## src/rtl/fetch_stage.sv

```systemverilog
// Instruction-fetch stage with IF/ID pipeline register feeding the main decoder.
// Handles stall, redirect (branch/jump flush) and a clean stop on the halt opcode.
module fetch_stage #(
  parameter logic [31:0] RESET_PC = 32'h0000_0000,
  parameter logic [5:0]  HALT_OP  = 6'b111111
) (
  input  logic        clk_i,
  input  logic        rst_i,
  input  logic        stall_i,
  input  logic        redirect_i,
  input  logic [31:0] redirect_pc_i,
  output logic [31:0] imem_addr_o,
  input  logic [31:0] imem_data_i,
  output logic [31:0] if_id_instr_o,
  output logic [31:0] if_id_pc4_o,
  output logic        if_id_valid_o,
  output logic [5:0]  instr_op_o,
  output logic        halted_o,
  output logic [31:0] fetch_cnt_o
);

  typedef enum logic [1:0] {
    FETCH  = 2'd0,
    DRAIN  = 2'd1,
    HALTED = 2'd2
  } fetch_state_e;

  fetch_state_e state;
  logic [31:0]  pc;
  logic [31:0]  pc_plus4;
  logic [31:0]  redirect_target;

  assign pc_plus4        = pc + 32'd4;
  assign redirect_target = {redirect_pc_i[31:2], 2'b00};

  // NOTE: every register here uses non-blocking assignment so all state
  // updates see the same pre-edge values regardless of statement order.
  always_ff @(posedge clk_i or posedge rst_i) begin
    if (rst_i) begin
      state         <= FETCH;
      pc            <= RESET_PC;
      if_id_instr_o <= 32'h0;
      if_id_pc4_o   <= 32'h0;
      if_id_valid_o <= 1'b0;
      halted_o      <= 1'b0;
      fetch_cnt_o   <= 32'h0;
    end else begin
      unique case (state)
        FETCH, DRAIN: begin
          if (redirect_i) begin
            // Redirect beats stall; the wrong-path slot becomes a bubble.
            pc            <= redirect_target;
            if_id_instr_o <= 32'h0;
            if_id_pc4_o   <= 32'h0;
            if_id_valid_o <= 1'b0;
            state         <= FETCH;
          end else if (!stall_i) begin
            if (state == FETCH) begin
              pc            <= pc_plus4;
              if_id_instr_o <= imem_data_i;
              if_id_pc4_o   <= pc_plus4;
              if_id_valid_o <= 1'b1;
              fetch_cnt_o   <= fetch_cnt_o + 32'd1;
              if (imem_data_i[31:26] == HALT_OP) begin
                state <= DRAIN;
              end
            end else begin
              // Halt leaves IF/ID; pc4 is kept so the last PC stays visible.
              if_id_instr_o <= 32'h0;
              if_id_valid_o <= 1'b0;
              halted_o      <= 1'b1;
              state         <= HALTED;
            end
          end
        end
        default: begin
          // HALTED: frozen until reset.
        end
      endcase
    end
  end

  assign imem_addr_o = pc;
  assign instr_op_o  = if_id_instr_o[31:26];

endmodule
```

## config.mk

```make
export PLATFORM = sky130hd
export DESIGN_NAME = fetch_stage
export DESIGN_NICKNAME = d
export VERILOG_FILES = /design/src/rtl/fetch_stage.sv
export SDC_FILE = /design/constraint.sdc
export NUM_CORES = 1
export LEC_CHECK = 0
export CAP_MARGIN = 20
export CORE_MARGIN = 2
export CORE_UTILIZATION = 42
export DETAILED_ROUTE_END_ITERATION = 12
export GPL_TIMING_DRIVEN = 0
export PLACE_DENSITY_LB_ADDON = 0.05
export SLEW_MARGIN = 20
export SYNTH_ARGS = -nofsm -noshare
export SYNTH_HDL_FRONTEND = slang
export SYNTH_SLANG_ARGS = --single-unit
```

## constraint.sdc

```tcl
create_clock -name clk_i -period 3.9 [get_ports clk_i]
set_input_delay 0.39 -clock clk_i [delete_from_list [all_inputs] [get_ports clk_i]]
set_output_delay 0.39 -clock clk_i [all_outputs]
set_load 0.01 [all_outputs]
```

==> impl_metrics.csv <==
group,metric,value,unit
outcome,outcome,"finished, final reports clean",
timing,setup_viol,0,
setup_path,critPathKind,"in2reg",
power_and_ir_drop,p_leak,3.821,nW
grt,grt_antenna_before_repair,0,
setup_path,cp-end-kind,"flop",
cts,cts.sinks,129,
detailed_routing,drtIter0Drc,351,
synth,synth_warnings,0,
timing,tightest_slew,0.8625,ns
placed_design,gp_congestion,0.8951,
timing,period_minus_slack,2.582,ns
worst_hold_path,whs_path_depth,4,
floorplan,die_h,124.3,µm
floorplan,initial_core_util,0.4343,
power_and_ir_drop,pwr-share-clk,0.396,
cts,clockBufferDepth,2,
placed_design,dp.cells,951,
placed_design,place_hpwl,12.64,mm
layout,area_growth,47.23,%
synth,yosysSeqAreaShare,0.5314,
detailed_routing,finalWirelength,17.48,mm
power_and_ir_drop,power.internal,3.014,mW
timing,rsz0062_at_grt,"false",
cts,path_clk_slew,0.06,ns
placed_design,port_buffers,198,
worst_hold_path,hold_path_class,"in2reg",
power_and_ir_drop,power.switching,1.174,mW
detailed_routing,wl_per_cell,17.78,µm
timing,hold_viol,0,
setup_path,crit_fanout,10,
setup_path,worstPathRequired,4.16,ns
flow_run,max_cap_violations,0,
cts,cts_resized,0,
layout,drive_above_1_share,0.08219,
grt,grt_pass1_vias,5377,
synth,synth_area,6075,µm²
setup_path,reg2regPathDepth,6,
detailed_routing,drc,0,
setup_path,reg2reg_from,"imem_addr_o[2]",
timing,maxSlewHeadroom,0.4197,
grt,globalRouteOverflowTotal,0,
power_and_ir_drop,p_comb_frac,0.214,
synth,synth.area.top_cells,"dfrtp_1 53%, a22o_1 5.3%, xnor2_1 5.2%",
timing,final.setup.tns,0,ns
synth,synth_area_per_cell,10.64,µm²
layout,finalNetCount,860,
cts,htree_levels,4,
power_and_ir_drop,power_density,468.2,nW/µm²
detailed_routing,firstDrtPassIters,5,
timing,fin_crit_sh,0.6621,
timing,finalMaxSlewViolations,0,
cts,holdBufCountCts,0,
layout,fin_cells,983,
setup_path,cp-start-kind,"input port",
timing,finalClockSkew,0.006796,ns
synth,ys_types,55,
synth,synth-edff-count,0,
cts,clk_latency,0.41,ns
synth,async_reset_ff_frac,1.000,
synth,synth-main-ff-cell,"dfrtp_1",
power_and_ir_drop,seq_power_share,0.390,
synth,synth.top_cell.area_share,0.5314,
setup_path,cp.arrival,2.85,ns
setup_path,reg2reg_slack,1.34,ns
worst_hold_path,min_to,"halted_o",
power_and_ir_drop,max-vdd-ir-drop,0.2584,mV
floorplan,dieWidth,124.3,µm
grt,track_usage,0.2293,
detailed_routing,vias,5321,
synth,synth-seq-cells,129,
power_and_ir_drop,p_sw_frac,0.2803,
detailed_routing,antenna_left,0,
grt,grt_first_pass_wirelength,28.26,mm
synth,syn_inst,571,
grt,grt_start_max_net_pins,83,
floorplan,coreArea,13990,µm²
floorplan,die-area,15440,µm²
detailed_routing,via_per_inst,5.413,
layout,antenna_cells,0,
cts,cts-buffers-inserted,17,
cts,cts-root-buf,"clkbuf_16",
worst_hold_path,min-delay-start,"redirect_i",
cts,cts_setup_buffers,0,
timing,fmax,387.3,MHz
floorplan,row_count,43,
cts,cts_tree,"yes",
setup_path,r2r-end,"if_id_pc4_o[20]",
floorplan,boundaryPins,204,
synth,synth_top_area_cell,"dfrtp_1",
[area by class of cell]
class	count	area [µm²]
tap	180	225.2
sequential	129	3228
multi-input combinational	392	2601
clock buffer	20	466.7
fill	1146	5045
inverter	5	26.28
timing repair buffer	199	2009
clock inverter	12	156.4
buffer	46	230.2
[layer usage]
| layer | vias up | share of wire | track usage |
|---|---|---|---|
| met5 | - | 0 | 0 |
| met1 | 2598 | 0.43 | 0.2943 |
| met3 | 34 | 0.076 | 0.07603 |
| met4 | 0 | 0.020 | 0.07733 |
| li1 | 2495 | - | - |
| met2 | 194 | 0.48 | 0.3661 |
[worst max-delay path by stage]
stage | from | endpoint | slack [ns]
after floorplan | rst_i | fetch_cnt_o[0] | 0.07
after global placement | rst_i | if_id_pc4_o[20] | -1.81
after detailed placement | stall_i | if_id_pc4_o[3] | 0.92
after CTS | stall_i | if_id_pc4_o[3] | 1.36
after global routing | imem_addr_o[2] | if_id_pc4_o[20] | 1.21
final | stall_i | if_id_pc4_o[3] | 1.32
[kinds of logic after synthesis]
| logic type | after synthesis | share of synthesized area |
|---|---|---|
| flip-flops | 129 | 0.5314 |
| buffers and inverters | 51 | 0.04099 |
| adder cells (fa/ha/maj) | 2 | 0.004119 |
| AND/OR/NAND/NOR | 198 | 0.1763 |
| AO/OA/AOI/OAI | 126 | 0.1522 |
| XOR/XNOR | 55 | 0.07930 |
| other | 1 | 0.0006173 |
| multiplexers | 9 | 0.01504 |
[state kept, by name, summed over array words and instances, names as in the netlist]
register and count:
state 2, halted_o 1, imem_addr_o 30, if_id_pc4_o 31, if_id_instr_o 32, fetch_cnt_o 32, if_id_valid_o 1
[placed cells by master, fill, tap and decap left out, drive strengths merged, types with 9 or more instances in the layout]
cell,instances
clkdlybuf4s50,198
dfrtp,129
nand2,74
clkbuf,48
a22o,37
xnor2,36
o21ai,27
nor2,22
nand3,21
xor2,19
buf,19
a21oi,15
nand4,15
and3,13
and4,12
or3,10
a221o,9
[metrics by stage]
| step | hold WS (ns) | setup slack [ns] | area [µm²] | power, mW | util |
|---|---|---|---|---|---|
| floorplan | 0.5066 | 0.06901 | 6078 | 2.053 | - |
| global placement | 0.4613 | -1.805 | 8285 | 2.534 | 0.5923 |
| detailed placement | 0.4609 | 0.9173 | 8320 | 2.555 | 0.5948 |
| CTS | 0.3077 | 1.357 | 8944 | 4.223 | 0.6394 |
| global route | 0.3492 | 1.206 | 8944 | 4.371 | 0.6394 |
| finish | 0.3223 | 1.318 | 8944 | 4.187 | 0.6394 |
[cell usage after synthesis (2+ instances only)]
| cell type | number |
|---|---|
| nand2b_1 | 5 |
| nor4_4 | 2 |
| nor2_1 | 22 |
| nand4_1 | 14 |
| xor2_1 | 19 |
| nor3b_1 | 2 |
| clkbuf_1 | 27 |
| o31ai_1 | 8 |
| nand3_1 | 18 |
| dfrtp_1 | 129 |
| and2_1 | 4 |
| buf_6 | 2 |
| a211o_1 | 4 |
| nand2_1 | 74 |
| a22o_1 | 37 |
| o211ai_1 | 2 |
| a21oi_1 | 15 |
| xnor2_1 | 36 |
| and4_1 | 12 |
| and3_1 | 13 |
| buf_4 | 9 |
| o21ai_0 | 26 |
| buf_2 | 6 |
| nor4_1 | 2 |
| nand3_2 | 3 |
| ha_1 | 2 |
| mux2i_1 | 8 |
| or2_2 | 2 |
| nor3_1 | 7 |
| a21o_1 | 3 |
| a22oi_1 | 8 |
| o22ai_1 | 4 |
| or3_1 | 10 |
| inv_1 | 5 |
| a221o_1 | 9 |
| a311o_1 | 3 |
[power groups by stage]
stage / sequential (mW) / clock, mW / combinational, mW
2_1_floorplan: 1.69 / 0 / 0.364
3_3_place_gp: 1.65 / 0 / 0.887
3_5_place_dp: 1.65 / 0 / 0.903
4_1_cts: 1.63 / 1.68 / 0.908
5_1_grt: 1.66 / 1.75 / 0.968
6_report: 1.63 / 1.66 / 0.898
[worst max-delay path: stages]
cell             delay, ns
clkdlybuf4s50_1       0.52
o21ba_2               0.18
or2_2                 0.13
clkbuf_1              0.40
clkbuf_1              0.51
clkbuf_1              0.51
o21ai_0               0.20
(Power assumes the default switching activity.)
